`config.mk`:
```
export PLATFORM = sky130hd
export DESIGN_NAME = mem_arbiter_flat
export DESIGN_NICKNAME = d
export VERILOG_FILES = /design/src/rtl/mem_arbiter_if.sv /design/src/rtl/mem_arbiter.sv /design/src/flat_wrapper.sv
export SDC_FILE = /design/constraint.sdc
export NUM_CORES = 1
export LEC_CHECK = 0
export CORE_ASPECT_RATIO = 2
export CORE_MARGIN = 2
export CORE_UTILIZATION = 35
export CTS_BUF_LIST = sky130_fd_sc_hd__clkbuf_8
export DETAILED_ROUTE_END_ITERATION = 12
export PLACE_DENSITY = 0.72
export SYNTH_ARGS = -nofsm -noshare
export SYNTH_HDL_FRONTEND = slang
export SYNTH_SLANG_ARGS = --single-unit
```
`constraint.sdc`:
```
create_clock -name clk -period 2.6 [get_ports clk]
set_input_delay 0.65 -clock clk [delete_from_list [all_inputs] [get_ports clk]]
set_output_delay 0.65 -clock clk [all_outputs]
set_load 0.02 [all_outputs]
```
`src/rtl/mem_arbiter_if.sv`:
```
// Bus bundle between the two requesters, the arbiter and the memory port.
// The arbiter uses the slave modport; the environment (requesters + memory) uses master.
interface mem_arbiter_if #(
  parameter int unsigned AW = 32,
  parameter int unsigned DW = 32
);
  localparam int unsigned SW = DW / 8;

  // fetch requester
  logic          f_req;
  logic [AW-1:0] f_addr;
  logic          f_gnt;
  logic          f_rvalid;
  logic [DW-1:0] f_rdata;

  // data requester
  logic          d_req;
  logic          d_we;
  logic [AW-1:0] d_addr;
  logic [DW-1:0] d_wdata;
  logic [SW-1:0] d_wstrb;
  logic          d_gnt;
  logic          d_rvalid;
  logic [DW-1:0] d_rdata;

  // memory port
  logic          m_req;
  logic          m_we;
  logic [AW-1:0] m_addr;
  logic [DW-1:0] m_wdata;
  logic [SW-1:0] m_wstrb;
  logic          m_gnt;
  logic          m_rvalid;
  logic [DW-1:0] m_rdata;

  logic          busy;

  modport slave (
    input  f_req, f_addr,
    output f_gnt, f_rvalid, f_rdata,
    input  d_req, d_we, d_addr, d_wdata, d_wstrb,
    output d_gnt, d_rvalid, d_rdata,
    output m_req, m_we, m_addr, m_wdata, m_wstrb,
    input  m_gnt, m_rvalid, m_rdata,
    output busy
  );

  modport master (
    output f_req, f_addr,
    input  f_gnt, f_rvalid, f_rdata,
    output d_req, d_we, d_addr, d_wdata, d_wstrb,
    input  d_gnt, d_rvalid, d_rdata,
    input  m_req, m_we, m_addr, m_wdata, m_wstrb,
    output m_gnt, m_rvalid, m_rdata,
    input  busy
  );
endinterface

```
`src/rtl/mem_arbiter.sv`:
```
// Two-requester (fetch/data) single-outstanding memory arbiter.
// Optional macro ARB_RR_EN: alternate ties between requesters instead of fixed data priority.
module mem_arbiter #(
  parameter int unsigned AW = 32,
  parameter int unsigned DW = 32
) (
  input  logic         clk,
  input  logic         rst_n,
  mem_arbiter_if.slave bus
);
  localparam int unsigned SW = DW / 8;

  localparam logic [1:0] S_IDLE  = 2'd0;
  localparam logic [1:0] S_MREQ  = 2'd1;
  localparam logic [1:0] S_MRESP = 2'd2;

  logic [1:0]    r_state;
  logic [1:0]    w_state_nxt;
  logic          w_grant;
  logic          w_resp;
  logic          w_pick_d;

  logic          r_id_d;
  logic          r_we;
  logic [AW-1:0] r_addr;
  logic [DW-1:0] r_wdata;
  logic [SW-1:0] r_wstrb;

  logic          r_f_rvalid;
  logic          r_d_rvalid;
  logic [DW-1:0] r_f_rdata;
  logic [DW-1:0] r_d_rdata;

`ifdef ARB_RR_EN
  // r_last_f = 1 means fetch won the most recent grant, so data wins the next tie
  logic r_last_f;

  always_comb begin
    w_pick_d = bus.d_req;
    if (bus.f_req && bus.d_req) begin
      w_pick_d = r_last_f;
    end
  end

  always_ff @(posedge clk or negedge rst_n) begin
    if (!rst_n) begin
      r_last_f <= 1'b1;
    end else if (w_grant) begin
      r_last_f <= ~w_pick_d;
    end
  end
`else
  assign w_pick_d = bus.d_req;
`endif

  always_ff @(posedge clk or negedge rst_n) begin
    if (!rst_n) begin
      r_state <= S_IDLE;
    end else begin
      r_state <= w_state_nxt;
    end
  end

  // Next state; grants only in IDLE, memory responses only honoured in MRESP
  always_comb begin
    w_state_nxt = r_state;
    w_grant     = 1'b0;
    w_resp      = 1'b0;
    case (r_state)
      S_IDLE: begin
        if (bus.f_req || bus.d_req) begin
          w_grant     = 1'b1;
          w_state_nxt = S_MREQ;
        end
      end
      S_MREQ: begin
        if (bus.m_gnt) begin
          w_state_nxt = S_MRESP;
        end
      end
      S_MRESP: begin
        if (bus.m_rvalid) begin
          w_resp      = 1'b1;
          w_state_nxt = S_IDLE;
        end
      end
      default: begin
        w_state_nxt = S_IDLE;
      end
    endcase
  end

  // Command latch; fetches are always reads with no byte enables
  always_ff @(posedge clk or negedge rst_n) begin
    if (!rst_n) begin
      r_id_d  <= 1'b0;
      r_we    <= 1'b0;
      r_addr  <= '0;
      r_wdata <= '0;
      r_wstrb <= '0;
    end else if (w_grant) begin
      r_id_d  <= w_pick_d;
      r_we    <= w_pick_d & bus.d_we;
      r_addr  <= w_pick_d ? bus.d_addr  : bus.f_addr;
      r_wdata <= w_pick_d ? bus.d_wdata : '0;
      r_wstrb <= w_pick_d ? bus.d_wstrb : '0;
    end
  end

  // Response routing; write acks leave d_rdata untouched
  always_ff @(posedge clk or negedge rst_n) begin
    if (!rst_n) begin
      r_f_rvalid <= 1'b0;
      r_d_rvalid <= 1'b0;
      r_f_rdata  <= '0;
      r_d_rdata  <= '0;
    end else begin
      r_f_rvalid <= w_resp & ~r_id_d;
      r_d_rvalid <= w_resp & r_id_d;
      if (w_resp && !r_id_d) begin
        r_f_rdata <= bus.m_rdata;
      end
      if (w_resp && r_id_d && !r_we) begin
        r_d_rdata <= bus.m_rdata;
      end
    end
  end

  assign bus.f_gnt    = w_grant & ~w_pick_d;
  assign bus.d_gnt    = w_grant & w_pick_d;
  assign bus.f_rvalid = r_f_rvalid;
  assign bus.d_rvalid = r_d_rvalid;
  assign bus.f_rdata  = r_f_rdata;
  assign bus.d_rdata  = r_d_rdata;

  assign bus.m_req    = (r_state == S_MREQ);
  assign bus.m_we     = r_we;
  assign bus.m_addr   = r_addr;
  assign bus.m_wdata  = r_wdata;
  assign bus.m_wstrb  = r_wstrb;

  assign bus.busy     = (r_state != S_IDLE);
endmodule

```
`src/flat_wrapper.sv`:
```
// flat-port wrapper written by rule: the top's interface ports become plain ports
module mem_arbiter_flat 
#(
  parameter int unsigned AW = 32,
  parameter int unsigned DW = 32
)
  (clk, rst_n, bus_f_req, bus_f_addr, bus_f_gnt, bus_f_rvalid, bus_f_rdata, bus_d_req, bus_d_we, bus_d_addr, bus_d_wdata, bus_d_wstrb, bus_d_gnt, bus_d_rvalid, bus_d_rdata, bus_m_req, bus_m_we, bus_m_addr, bus_m_wdata, bus_m_wstrb, bus_m_gnt, bus_m_rvalid, bus_m_rdata, bus_busy);
  mem_arbiter_if #(.AW(AW), .DW(DW)) bus_i ();
  input  logic clk;
  input  logic rst_n;
  input wire logic [$bits(bus_i.f_req)-1:0] bus_f_req;
  input wire logic [$bits(bus_i.f_addr)-1:0] bus_f_addr;
  output wire logic [$bits(bus_i.f_gnt)-1:0] bus_f_gnt;
  output wire logic [$bits(bus_i.f_rvalid)-1:0] bus_f_rvalid;
  output wire logic [$bits(bus_i.f_rdata)-1:0] bus_f_rdata;
  input wire logic [$bits(bus_i.d_req)-1:0] bus_d_req;
  input wire logic [$bits(bus_i.d_we)-1:0] bus_d_we;
  input wire logic [$bits(bus_i.d_addr)-1:0] bus_d_addr;
  input wire logic [$bits(bus_i.d_wdata)-1:0] bus_d_wdata;
  input wire logic [$bits(bus_i.d_wstrb)-1:0] bus_d_wstrb;
  output wire logic [$bits(bus_i.d_gnt)-1:0] bus_d_gnt;
  output wire logic [$bits(bus_i.d_rvalid)-1:0] bus_d_rvalid;
  output wire logic [$bits(bus_i.d_rdata)-1:0] bus_d_rdata;
  output wire logic [$bits(bus_i.m_req)-1:0] bus_m_req;
  output wire logic [$bits(bus_i.m_we)-1:0] bus_m_we;
  output wire logic [$bits(bus_i.m_addr)-1:0] bus_m_addr;
  output wire logic [$bits(bus_i.m_wdata)-1:0] bus_m_wdata;
  output wire logic [$bits(bus_i.m_wstrb)-1:0] bus_m_wstrb;
  input wire logic [$bits(bus_i.m_gnt)-1:0] bus_m_gnt;
  input wire logic [$bits(bus_i.m_rvalid)-1:0] bus_m_rvalid;
  input wire logic [$bits(bus_i.m_rdata)-1:0] bus_m_rdata;
  output wire logic [$bits(bus_i.busy)-1:0] bus_busy;
  assign bus_i.f_req = bus_f_req;
  assign bus_i.f_addr = bus_f_addr;
  assign bus_f_gnt = bus_i.f_gnt;
  assign bus_f_rvalid = bus_i.f_rvalid;
  assign bus_f_rdata = bus_i.f_rdata;
  assign bus_i.d_req = bus_d_req;
  assign bus_i.d_we = bus_d_we;
  assign bus_i.d_addr = bus_d_addr;
  assign bus_i.d_wdata = bus_d_wdata;
  assign bus_i.d_wstrb = bus_d_wstrb;
  assign bus_d_gnt = bus_i.d_gnt;
  assign bus_d_rvalid = bus_i.d_rvalid;
  assign bus_d_rdata = bus_i.d_rdata;
  assign bus_m_req = bus_i.m_req;
  assign bus_m_we = bus_i.m_we;
  assign bus_m_addr = bus_i.m_addr;
  assign bus_m_wdata = bus_i.m_wdata;
  assign bus_m_wstrb = bus_i.m_wstrb;
  assign bus_i.m_gnt = bus_m_gnt;
  assign bus_i.m_rvalid = bus_m_rvalid;
  assign bus_i.m_rdata = bus_m_rdata;
  assign bus_busy = bus_i.busy;
  mem_arbiter #(.AW(AW), .DW(DW)) u_core (.clk(clk), .rst_n(rst_n), .bus(bus_i));
endmodule
```
Word level (Yosys, flattened, before mapping)
Index checks and enable logic that the tools add are counted. W data, S select, Z words.

Register bits: 138. Bits in latches: 0. Memory bits (writable): 0. ROM bits: 0. Input port bits: 139. Output and inout bits: 139. Logic and storage cells: 42. Memories: 0.

Add/sub/neg operators: 0. $mul: 0. Divide/modulo/power cells: 0. Order comparisons: 0. Equal/unequal tests: 5. Shift operators: 0. Multiplexer cells: 11. Bitwise operators: 7. Reductions and logical operators: 9.

Operator list (count): $mux W32 (2); $mux W2 (3); $pmux W2 S3 (1); $and A1 B1 Y1 (5); $mux W1 (4); $mux W4 (1); $ne A2 B1 Y1 const B (2); $logic_and A1 B1 Y1 (3); $reduce_and A3 Y1 (1); $eq A2 B1 Y1 const B (1); $eq A2 B2 Y1 const B (1); $logic_not A1 Y1 (2); $logic_not A2 Y1 (1); $ne A2 B2 Y1 const B (1); $not A1 Y1 (2); $reduce_bool A2 Y1 (1); $logic_or A1 B1 Y1 (1).

Longest topological paths before layout
Word-level depth: 4. Depth in mapped cells: 6. Gate-level depth less buffers: 3.

Worst setup path after synthesis
No wires, ideal clock.

Kind: input port to output port. From: input port bus_d_req. To: output port bus_f_gnt. Data arrival time: 1.642 ns. Data required time: 1.950 ns. Path slack: 0.308 ns. Stages on the path: 6. Buffers on the path: 3. Cell sequence: buf_1 -> inv_1 -> a21o_1 -> buf_6 -> buf_2 -> nor2_1.

Cells in the longest elaborated chain, start to end: 4. Elaborated cells on any way between the ends: 5. Classes of those cells: 2 x mux; 2 x bitwise; 1 x reduce/logical.

Ends and longest elaborated chain: from (decl) (line flat_wrapper.sv:16) `input wire logic [$bits(bus_i.d_req)-1:0] bus_d_req;`; $logic_or A1 B1 Y1 (line mem_arbiter.sv:71) `if (bus.f_req || bus.d_req) begin`; $mux W1 (line mem_arbiter.sv:71); $mux W1 (line mem_arbiter.sv:69) `case (r_state)`; $and A1 B1 Y1 (*) (line mem_arbiter.sv:129) `assign bus.f_gnt = w_grant & ~w_pick_d;`; to (decl) (line flat_wrapper.sv:13) `output wire logic [$bits(bus_i.f_gnt)-1:0] bus_f_gnt;`.

Every way passes the cells marked *; elsewhere a longest branch is shown, timed or not.

Worst setup path in the final report
From: register u_core.r_state[0]. To: output port bus_d_gnt.

Cells in the longest elaborated chain, start to end: 3.

Ends and longest elaborated chain: from (decl) (line mem_arbiter.sv:17) `logic [1:0] r_state;`; from (signal assigned) (line mem_arbiter.sv:60) `r_state <= w_state_nxt;`; $logic_not A2 Y1 (line mem_arbiter.sv:69); $mux W1 (line mem_arbiter.sv:69); $and A1 B1 Y1 (line mem_arbiter.sv:130) `assign bus.d_gnt = w_grant & w_pick_d;`; to (decl) (line flat_wrapper.sv:21) `output wire logic [$bits(bus_i.d_gnt)-1:0] bus_d_gnt;`.

Every way passes these cells.

==> qor.yml <==
drt_pass1_iterations: 4
htreeDepth: 4
clock_skew_ns: 0.0101
synthCells: 383
finalNonFillerCells: 867
critPathBufInv: 2
synth_edf_count: 0
period_needed_ns: 2.48
cp_data_arrival_time_ns: 1.83
crit_chain: "or2_1 -> buf_4 -> nor2_4 -> dlygate4sd2_1"
async_flop_share: 1.00
clk_pin_slew_ns: 0.07
n_fill_cell: 1266
grt_util_all_layers: 0.195
critical_path_class: "reg -> out"
fmax_mhz: 403
post-route-util: 0.584
start_util: 0.356
yosysMostFrequentCell: "dfrtp_1"
cts_tree: "built"
syn_avg_cell_area_um2: 14.1
synth_commonest_cells: "138 x dfrtp_1, 63 x mux2_2, 38 x a22o_1, 34 x inv_1, 32 x a221o_1"
grt_pass1_vias: 4808
crit_fanout: 14
drc: 0
total_power_mw: 11.1
internal-power_mw: 7.09
cts.sinks: 138
start_kind: "flop"
timing.slew.headroom: 0.487
max_cap_violations: 0
status: "finished, final reports clean"
rsz0062_at_grt: "false"
ys_seq_area_frac: 0.638
cts_buffers: 17
worst_pin_slew_ns: 0.769
cpPeakStageDelay_ns: 0.44
hold_viol_final: 0
ios: 278
yosys_warnings: 0
postRouteAntennaNets: 0
hpwlAfterDp_mm: 11.7
die_y_um: 180
routed_via_density: 5.00
ctsHoldBuffers: 0
ctsLongestPathBuffers: 2
p_clk_frac: 0.183
grt_overflow_total: 0
die_w_um: 92.0
drt_iter0_markers: 190
ys_types: 21
yosys.area.top_type_share: 0.638
n_antenna_cell: 0
grt_max_degree: 72
syn-cell-area_mm2: 0.00542
die_area_mm2: 0.0165
wirelength_mm: 15.9
worstPathRequired_ns: 1.95
avgRoutedWirePerCell_um: 18.3
switchingPower_mw: 3.97
layout-drive-gt1-share: 0.166
finalMaxSlewViolations: 0
worstSkewPairLatency_ns: 0.43
antenna_found_initial: 0
synth_ff_type: "dfrtp_1"
min_period_over_period: 0.953
cts_root_buffer: "clkbuf_8"
core_area_mm2: 0.0152
placed_cells: 836
yosys_register_bits: 138
synth_fp_nets: 522
p_leak_nw: 3.85
syn2layout_area_growth_pct: 64.1
setup_viol: 0
crit_path_top_delay_cell: "dfrtp_1"
grt_pass1_wl_mm: 25.1
powerDensity_mw_per_mm2: 1250
nNetsFinal: 796
power_frac_comb: 0.482
vdd_drop_max_mv: 1.04
swShare: 0.359
hold_path.class: "in -> async"
seqPwrFrac: 0.335
place_congestion: 0.764
yosysTopAreaCell: "dfrtp_1"
rows: 64
ys_top_cells_by_area: "dfrtp_1 64%, mux2_2 13%, a22o_1 6.1%, a221o_1 5.9%, nor4_1 3.6%"
num_vias: 4333
r2r_slack_ns: 0.56
port_buffers: 277
cp-end-kind: "output pin"
cp_top_family: "buffers and inverters"
-- metrics by stage --
stage | setup WS [ns] | hold slack (ns) | setup TNS [ns] | cell area, µm²
after global placement | -0.137 | 0.488 | -0.226 | 8420
after global routing | 0.0337 | 0.163 | 0 | 8880
after CTS | 0.0676 | 0.145 | 0 | 8880
after floorplan | 0.308 | 0.354 | 0 | 5420
final | 0.121 | 0.161 | 0 | 8880
after detailed placement | -0.116 | 0.491 | -0.192 | 8420
-- final timing paths --
kind / startpoint / end / depth (start not counted)
worst max register to register: u_core.r_state[0] / u_core.bus.m_addr[25] / 5
worst max-delay path: u_core.r_state[0] / bus_d_gnt / 4
worst min-delay path: rst_n / u_core.bus.d_rdata[14] / 1
worst min register to register: u_core.bus.m_wdata[26] / u_core.bus.m_wdata[26] / 1
max in group asynchronous: rst_n / u_core.bus.m_wdata[3] / 2
min in group clk: u_core.bus.m_wdata[26] / u_core.bus.m_wdata[26] / 1
-- what timing repair did --
item | CTS | global route
endpoints found under the setup margin | 3 | 0
gates resized for setup | 3 | 0
setup buffers | 0 | 0
-- metal layers --
metal	vias up	GRT usage	share of wire
li1	1971	-	-
met1	2123	0.202	0.35
met2	207	0.356	0.55
met3	32	0.0637	0.069
met4	0	0.0806	0.032
met5	-	0	0
-- power by group through the flow --
stage	clock (mW)	combinational, mW	sequential (mW)
after floorplan	0	1.60	4.82
after global placement	0	5.32	3.70
after detailed placement	0	5.41	3.73
after CTS	2.10	5.39	3.71
after global routing	2.20	5.60	3.84
final	2.03	5.33	3.71
-- cell families (layout without fill, tap and decap cells) --
family | count (synthesis) | in the layout | share of synthesized area
compound gates | 73 | 73 | 0.124
buf+inv | 68 | 354 | 0.0582
flops | 138 | 138 | 0.638
mux | 64 | 64 | 0.133
simple gates | 40 | 40 | 0.0467
-- registers in the layout (all words and copies together), names as in the netlist, 2 cells and up --
name / flops
u_core.bus.m_wstrb: 4
u_core.bus.m_addr: 32
u_core.bus.m_wdata: 32
u_core.bus.d_rdata: 32
u_core.bus.f_rdata: 32
u_core.r_state: 2
-- cell usage in the layout (no fill, tap or decap) --
cell             instances
a21o_1                   1
a21o_2                   1
a221o_1                 32
a22o_1                  38
and4b_1                  1
buf_12                   4
buf_4                    8
buf_6                    1
bufinv_16                5
clkbuf_8                20
clkdlybuf4s50_1        273
clkinv_2                 2
clkinv_4                 2
clkinvlp_4               2
dfrtp_1                138
dlygate4sd2_1            3
inv_1                   34
mux2_1                   1
mux2_2                  63
nand2b_1                 1
nor2_1                   2
nor2_4                   1
nor2b_4                  1
nor4_1                  31
nor4b_1                  1
nor4bb_4                 1
o21ai_0                  1
or2_1                    1
-- cell type report --
type                            count  area, µm²  area share
Timing Repair Buffer              289       2910       0.328
Clock inverter                     11        193      0.0217
Clock buffer                       20        275      0.0310
Inverter                           34        128      0.0144
Tap cell                          198        248      0.0279
Sequential cell                   138       3450       0.389
Multi-Input combinational cell    177       1680       0.189
Power figures use the tool's default switching activity.
